[src/rtl/mem_port_arbiter.sv]
// Shares one memory port between IFU fetches and MEMU loads/stores, one transaction in flight.
// Define ARB_ROUND_ROBIN_EN for round-robin tie-breaking; otherwise MEMU always wins ties.
module mem_port_arbiter #(
  parameter int ADDR_WIDTH = 32,
  parameter int DATA_WIDTH = 32
) (
  input  logic                    clk,
  input  logic                    rst,
  input  logic                    if_req_valid,
  output logic                    if_req_ready,
  input  logic [ADDR_WIDTH-1:0]   if_req_addr,
  output logic                    if_resp_valid,
  output logic [DATA_WIDTH-1:0]   if_resp_rdata,
  input  logic                    mem_req_valid,
  output logic                    mem_req_ready,
  input  logic [ADDR_WIDTH-1:0]   mem_req_addr,
  input  logic                    mem_req_wen,
  input  logic [DATA_WIDTH-1:0]   mem_req_wdata,
  input  logic [DATA_WIDTH/8-1:0] mem_req_wmask,
  output logic                    mem_resp_valid,
  output logic [DATA_WIDTH-1:0]   mem_resp_rdata,
  output logic                    s_req_valid,
  input  logic                    s_req_ready,
  output logic [ADDR_WIDTH-1:0]   s_req_addr,
  output logic                    s_req_wen,
  output logic [DATA_WIDTH-1:0]   s_req_wdata,
  output logic [DATA_WIDTH/8-1:0] s_req_wmask,
  input  logic                    s_resp_valid,
  input  logic [DATA_WIDTH-1:0]   s_resp_rdata,
  output logic [1:0]              dbg_state
);

  localparam int MASK_WIDTH = DATA_WIDTH / 8;

  typedef enum logic [1:0] {
    ST_IDLE = 2'd0,
    ST_REQ  = 2'd1,
    ST_RESP = 2'd2
  } state_e;

  state_e                  state_q, state_d;
  logic                    owner_q, owner_d;
  logic [ADDR_WIDTH-1:0]   addr_q, addr_d;
  logic                    wen_q, wen_d;
  logic [DATA_WIDTH-1:0]   wdata_q, wdata_d;
  logic [MASK_WIDTH-1:0]   wmask_q, wmask_d;

  logic grant_if;
  logic grant_mem;
  logic mem_wins_tie;
  logic resp_fire;

`ifdef ARB_ROUND_ROBIN_EN
  // rr_q = 1 when MEMU received the most recent grant.
  logic rr_q, rr_d;

  assign mem_wins_tie = ~rr_q;

  always_comb begin
    rr_d = rr_q;
    if (grant_mem) begin
      rr_d = 1'b1;
    end else if (grant_if) begin
      rr_d = 1'b0;
    end
  end

  always_ff @(posedge clk) begin
    if (!rst) begin
      rr_q <= 1'b0;
    end else begin
      rr_q <= rr_d;
    end
  end
`else
  assign mem_wins_tie = 1'b1;
`endif

  // Handshakes: a request transfers on a cycle where valid && ready; the master
  // holds valid and its fields until then. Responses are single-cycle pulses
  // with no back-pressure, and s_resp_valid is only consumed in ST_RESP.
  always_comb begin
    grant_if  = 1'b0;
    grant_mem = 1'b0;
    if (rst && (state_q == ST_IDLE)) begin
      if (mem_req_valid && (!if_req_valid || mem_wins_tie)) begin
        grant_mem = 1'b1;
      end else if (if_req_valid) begin
        grant_if = 1'b1;
      end
    end
  end

  always_comb begin
    state_d = state_q;
    owner_d = owner_q;
    addr_d  = addr_q;
    wen_d   = wen_q;
    wdata_d = wdata_q;
    wmask_d = wmask_q;
    case (state_q)
      ST_IDLE: begin
        if (grant_mem) begin
          owner_d = 1'b1;
          addr_d  = mem_req_addr;
          wen_d   = mem_req_wen;
          wdata_d = mem_req_wdata;
          wmask_d = mem_req_wmask;
          state_d = ST_REQ;
        end else if (grant_if) begin
          owner_d = 1'b0;
          addr_d  = if_req_addr;
          wen_d   = 1'b0;
          wdata_d = '0;
          wmask_d = '0;
          state_d = ST_REQ;
        end
      end
      ST_REQ: begin
        if (s_req_ready) begin
          state_d = ST_RESP;
        end
      end
      ST_RESP: begin
        if (s_resp_valid) begin
          state_d = ST_IDLE;
        end
      end
      default: state_d = ST_IDLE;
    endcase
  end

  always_ff @(posedge clk) begin
    if (!rst) begin
      state_q <= ST_IDLE;
      owner_q <= 1'b0;
      addr_q  <= '0;
      wen_q   <= 1'b0;
      wdata_q <= '0;
      wmask_q <= '0;
    end else begin
      state_q <= state_d;
      owner_q <= owner_d;
      addr_q  <= addr_d;
      wen_q   <= wen_d;
      wdata_q <= wdata_d;
      wmask_q <= wmask_d;
    end
  end

  // Gated by rst so nothing leaks out of a transaction being abandoned by reset.
  assign resp_fire = rst && (state_q == ST_RESP) && s_resp_valid;

  assign if_req_ready   = grant_if;
  assign mem_req_ready  = grant_mem;
  assign if_resp_valid  = resp_fire && !owner_q;
  assign if_resp_rdata  = if_resp_valid ? s_resp_rdata : '0;
  assign mem_resp_valid = resp_fire && owner_q;
  assign mem_resp_rdata = (mem_resp_valid && !wen_q) ? s_resp_rdata : '0;

  assign s_req_valid = (state_q == ST_REQ);
  assign s_req_addr  = addr_q;
  assign s_req_wen   = wen_q;
  assign s_req_wdata = wdata_q;
  assign s_req_wmask = wmask_q;
  assign dbg_state   = state_q;

endmodule

[config.mk]
export PLATFORM = sky130hd
export DESIGN_NAME = mem_port_arbiter
export DESIGN_NICKNAME = d
export VERILOG_FILES = /design/src/rtl/mem_port_arbiter.sv
export SDC_FILE = /design/constraint.sdc
export NUM_CORES = 1
export LEC_CHECK = 0
export ABC_AREA = 1
export CAP_MARGIN = 20
export CORE_UTILIZATION = 33
export CTS_BUF_LIST = sky130_fd_sc_hd__clkbuf_16
export CTS_CLUSTER_SIZE = 24
export DETAILED_ROUTE_END_ITERATION = 10
export GPL_TIMING_DRIVEN = 0
export PLACE_DENSITY = 0.78
export SETUP_SLACK_MARGIN = 0.3
export SLEW_MARGIN = 20
export SYNTH_ARGS = -nofsm -noshare
export SYNTH_HDL_FRONTEND = slang
export SYNTH_SLANG_ARGS = --single-unit
[constraint.sdc]
create_clock -name clk -period 2.4 [get_ports clk]
set_input_delay 0.72 -clock clk [delete_from_list [all_inputs] [get_ports clk]]
set_output_delay 0.72 -clock clk [all_outputs]
set_load 0.02 [all_outputs]
Word-level counts from Yosys, hierarchy flattened:

Index checks and enable logic that the tools add are counted.
Widths: inputs -> output; s select.

* register bits: 72
* bits of input ports: 139
* output and inout port bits: 140
* word-level logic and storage cells: 44

* equal/unequal tests: 5
* muxes and demuxes: 21
* reduce and logical (&&, ||, !) cells: 12

Operators by type and width (count)
* $mux 32: 6
* $mux 1: 8
* $mux 2: 4
* $mux 4: 2
* $logic_and 1x1->1: 6
* $pmux 2 s3: 1
* $ne 3x3->1 const B: 1
* $reduce_and 3->1: 1
* $eq 2x1->1 const B: 1
* $eq 2x2->1 const B: 1
* $logic_not 1->1: 2
* $logic_not 2->1: 1
* $ne 2x1->1 const B: 1
* $ne 2x2->1 const B: 1
* $reduce_and 2->1: 1
* $reduce_bool 2->1: 1

Longest topological paths before layout:

* word-level depth: 6
* mapped depth: 7
* gate-level depth less buffers: 6

Worst setup path before layout:

OpenSTA, ideal clock, no wires.

* kind: input port to output port
* start point: input port rst
* end point: output port mem_resp_rdata[10]
* arrival: 1.992 ns
* required time: 1.680 ns
* setup slack: -0.312 ns
* cell stages on the path: 6
* path buffers: 2
* cells stage by stage: buf_2 -> nand3_1 -> nor3_2 -> nand2_1 -> buf_2 -> nor2_1

* cells in the longest elaborated chain, start to end: 5

Ends and longest elaborated chain
* start: declaration: line 8 `input logic rst,`
* $logic_and 1x1->1 (2 in series): line 152 `assign resp_fire = rst && (state_q == ST_RESP) && s_resp_valid;`
* $logic_and 1x1->1: line 158 `assign mem_resp_valid = resp_fire && owner_q;`
* named net mem_resp_valid: line 20 `output logic mem_resp_valid,`
* $logic_and 1x1->1: line 159 `assign mem_resp_rdata = (mem_resp_valid && !wen_q) ? s_resp_rdata : '0;`
* $mux 32: line 159
* end: declaration: line 21 `output logic [DATA_WIDTH-1:0] mem_resp_rdata,`

The timed path passes the listed nets, and every way through them passes these cells.

Final worst setup path:

* start point: input port rst
* end point: output port mem_resp_rdata[26]

* cells in the longest elaborated chain, start to end: 5

Ends and longest elaborated chain (line)
* $logic_and 1x1->1 (2 in series): 152
* $logic_and 1x1->1: 158
* $logic_and 1x1->1: 159
* $mux 32: 159

Every way passes these cells.

==> flow_metrics.py <==
metrics = {
    "status": {
        "run_status": "finished with violations",
        "violations_in_the_final_reports": "setup timing",
    },
    "sta": {
        "post-route-worst-setup-slack_ns": -0.128,
        "max-slew-margin-rel_pct": 63.3,
        "finalSetupViolCount": 49,
        "min_period_over_period_pct": 105,
        "grt_setup_unrepaired": "yes",
        "hold_violations": 0,
        "max_freq_ghz": 0.396,
        "shortest_clock_period_the_worst_path_allows_after_layout_ns": 2.53,
        "max_slew.worst_pin.slew_ns": 0.551,
        "worst_clock_skew_ns": 0.00674,
        "finalMaxSlewViolations": 0,
    },
    "clock_network": {
        "cts.reportedPaths.clkPinSlew_ns": 0.06,
        "cts_tree": "yes",
        "clockBufferDepth": 2,
        "clock_latency_on_the_worst_skew_pair_ns": 0.33,
        "clockRootBuffer": "sky130_fd_sc_hd__clkbuf_16",
        "cts-htree-levels": 3,
        "cts_inserted_buffers": 9,
        "clock_sinks": 72,
    },
    "global_routing": {
        "groute.usage.overall_pct": 26.5,
        "antenna_found_initial": 1,
        "pin_count_of_the_biggest_net_entering_global_routing": 16,
        "overflow": 0,
        "grt_pass1_wl_mm": 23.9,
        "grt_pass1_vias": 4812,
    },
    "placed_design": {
        "gp_congestion": 0.777,
        "placed_cells": 1056,
        "hpwlAfterDp_mm": 11.3,
        "placement.io_buffers": 278,
    },
    "setup_path": {
        "critical_path.top_delay_family": "buffers and inverters",
        "setup.worst_path.class": "in -> out",
        "crit_path_start_kind": "input pin",
        "cp_data_required_time_ns": 1.68,
        "cp.arrival_ns": 1.81,
        "cp.depth": 9,
        "cpMostUsedCell": "sky130_fd_sc_hd__buf_12",
        "critPathBufInv": 5,
        "standard_cell_with_the_maximum_stage_delay_on_the_critical_path": "sky130_fd_sc_hd__nor3_4",
        "cp-startpoint": "rst",
        "ff2ff_path_depth": 6,
        "reg2reg_slack_ns": 0.83,
        "critPathMaxFanout": 5,
        "worst_path_largest_cell_delay_ns": 0.18,
        "endpoint_kind": "output pin",
        "critical_path.reg2reg.startpoint": "dbg_state[1]",
        "regToRegEndpoint": "s_req_wen",
        "timing.critical_path.cells": "buf_8 > buf_12 > nand3_4 > nor3_4 > nand2_4 > buf_12 > buf_16 > nor2_4 > buf_6",
    },
    "synthesis": {
        "postSynthRegisterBits": 72,
        "netlist_top_cells_area": "sky130_fd_sc_hd__dfxtp_1 (38%), sky130_fd_sc_hd__nor2_1 (16%), sky130_fd_sc_hd__nand2_1 (14%)",
        "mappedNetlistArea_sq_um": 3780,
        "synthesis.yosys.warnings": 0,
        "synthCells": 638,
        "synth.net_count": 777,
        "yosysMostFrequentCell": "sky130_fd_sc_hd__nor2_1",
        "ys_seq_area_share_pct": 38.2,
        "synth_flop_cell": "sky130_fd_sc_hd__dfxtp_1",
        "synth_top_area_cell": "sky130_fd_sc_hd__dfxtp_1",
        "yosysUniqueCellTypes": 17,
        "ys_async_sr_fraction_pct": 0,
        "netlist_top_cells_count": "sky130_fd_sc_hd__nor2_1 (164), sky130_fd_sc_hd__nand2_1 (138), sky130_fd_sc_hd__inv_1 (105), sky130_fd_sc_hd__dfxtp_1 (72), sky130_fd_sc_hd__nand3_1 (72)",
        "synth_area_per_inst_sq_um": 5.92,
        "synth_enable_flop_cells": 0,
        "yosys.area.top_type_share_pct": 38.2,
    },
    "power": {
        "max-vdd-ir-drop_v": 0.000388,
        "total_leakage_power_uw": 0.00370,
        "finalPower_uw": 3600,
        "power.density_cell_area_nw_per_um2": 443,
    },
    "finish": {
        "finalNetCount": 1089,
        "antennaDiodeCount": 0,
        "multi_input_comb_area_sq_um": 2280,
        "final_layout_size_suffix_gt1_share_pct": 22.5,
        "fillCellCount": 868,
        "instances_no_fill": 1095,
        "register_area_sq_um": 1440,
        "area.growth.synth_to_final_pct": 116,
    },
    "floorplanning": {
        "num_io_pins": 279,
        "placementRows": 38,
        "die_x_microns": 109,
        "design.core.area_sq_um": 11000,
        "design.die.area_sq_um": 11900,
        "initial_utilization_pct": 34.4,
        "fp.dieH_microns": 109,
    },
    "job": {
        "cap_violations": 0,
    },
    "route": {
        "avg_vias_per_cell": 4.53,
        "drt_pass1_iterations": 4,
        "wl_mm": 15.7,
        "post_detailed_route_count_of_antenna_violating_nets": 0,
        "routed-via-count": 4956,
        "drtIter0Drc": 183,
        "drt_drc_violations_left": 0,
        "route.detailed.wl_per_inst_microns": 14.4,
    },
    "worst_hold_path": {
        "whs_path_depth": 2,
        "hold_path.class": "reg -> reg",
        "worst_hold_path.endpoint": "owner_q",
        "hp-start": "owner_q",
    },
}
-- registers in the layout, summed over array words and instances (netlist names) --
name,count
s_req_wdata,32
s_req_wmask,4
dbg_state,2
s_req_addr,32
owner_q,1
s_req_wen,1
-- worst max path at each step --
stage | end | slack, ns
final | mem_resp_rdata[26] | -0.13
after global placement | if_resp_rdata[3] | -1.08
after CTS | mem_resp_rdata[26] | -0.13
after global routing | mem_resp_rdata[26] | -0.20
after detailed placement | mem_resp_rdata[8] | -1.09
after floorplan | mem_resp_rdata[21] | -0.06
-- worst min-delay path, stage by stage (launching register included) --
cell,delay [ns]
sky130_fd_sc_hd__dfxtp_1,0.31
sky130_fd_sc_hd__nand3_1,0.07
sky130_fd_sc_hd__nand2_1,0.04
-- layout by cell type (no fill, tap or decap) --
master                              n
sky130_fd_sc_hd__nor3_4             1
sky130_fd_sc_hd__dfxtp_2            1
sky130_fd_sc_hd__buf_2             14
sky130_fd_sc_hd__buf_6             71
sky130_fd_sc_hd__buf_4             13
sky130_fd_sc_hd__nor2_1            99
sky130_fd_sc_hd__clkbuf_1          14
sky130_fd_sc_hd__clkbuf_2           1
sky130_fd_sc_hd__dfxtp_1           71
sky130_fd_sc_hd__buf_8              1
sky130_fd_sc_hd__a21oi_2            1
sky130_fd_sc_hd__nand2_4            2
sky130_fd_sc_hd__clkbuf_16         15
sky130_fd_sc_hd__inv_6              4
sky130_fd_sc_hd__buf_16             3
sky130_fd_sc_hd__clkdlybuf4s50_1  202
sky130_fd_sc_hd__dlygate4sd2_1      4
sky130_fd_sc_hd__nand3_1           71
sky130_fd_sc_hd__inv_1            101
sky130_fd_sc_hd__nand3_4            2
sky130_fd_sc_hd__clkbuf_8           1
sky130_fd_sc_hd__clkinv_4           3
sky130_fd_sc_hd__nor2_4            66
sky130_fd_sc_hd__dlymetal6s2s_1     1
sky130_fd_sc_hd__nand4_4            1
sky130_fd_sc_hd__clkdlybuf4s15_2    1
sky130_fd_sc_hd__inv_2              4
sky130_fd_sc_hd__nor3_1             1
sky130_fd_sc_hd__buf_12             9
sky130_fd_sc_hd__clkinvlp_4         1
sky130_fd_sc_hd__nand2_1          136
sky130_fd_sc_hd__a21oi_1           38
sky130_fd_sc_hd__buf_1              2
-- metal layers --
| metal | share of wire (%) | GRT usage [%] |
|---|---|---|
| met5 | 0.083 | 0 |
| met3 | 9.3 | 9.44 |
| met1 | 35 | 25.5 |
| met2 | 54 | 51.5 |
| met4 | 1.9 | 8.88 |
-- where the power goes --
part	switching, uW	internal (uW)	total (uW)
Sequential	45.3	1280	1330
Clock	557	717	1270
Combinational	502	499	1000
-- logic make-up (layout without fill, tap and decap cells) --
group                  Yosys count  in the layout  synth area share (%)
flip-flops                      72             72                  38.2
AO/OA/AOI/OAI                   39             39                  5.27
AND/OR/NAND/NOR                379            379                  40.9
buffers and inverters          148            465                  15.7
-- metrics by stage --
step	util, %	cell area, sq um	setup TNS [ns]	worst slack, ns	hold WS, ns
after floorplan	-	4360	-1.20	-0.0603	0.446
after global placement	66.6	7320	-69.61	-1.08	0.455
after detailed placement	66.6	7320	-70.70	-1.09	0.463
after CTS	73.8	8100	-3.77	-0.129	0.468
after global routing	74.1	8140	-6.61	-0.195	0.500
final	74.1	8140	-3.55	-0.128	0.463
-- layout make-up --
class	count	area share, %
Buffer	42	4.12
Clock buffer	9	2.77
Clock inverter	7	0.738
Inverter	106	4.95
Multi-Input combinational cell	418	28.0
Sequential cell	72	17.7
Tap cell	140	2.15
Timing Repair Buffer	301	39.5
-- repair_timing --
item / CTS / global route
pin swaps: 12 / 1
setup endpoints to repair: 71 / 70
buffers inserted: 14 / 3
hold buffers: 0 / 0
hold endpoints to repair: 0 / 0
cloned: 6 / 0
gates resized for setup: 447 / 9
Power figures use the tool's default switching activity.
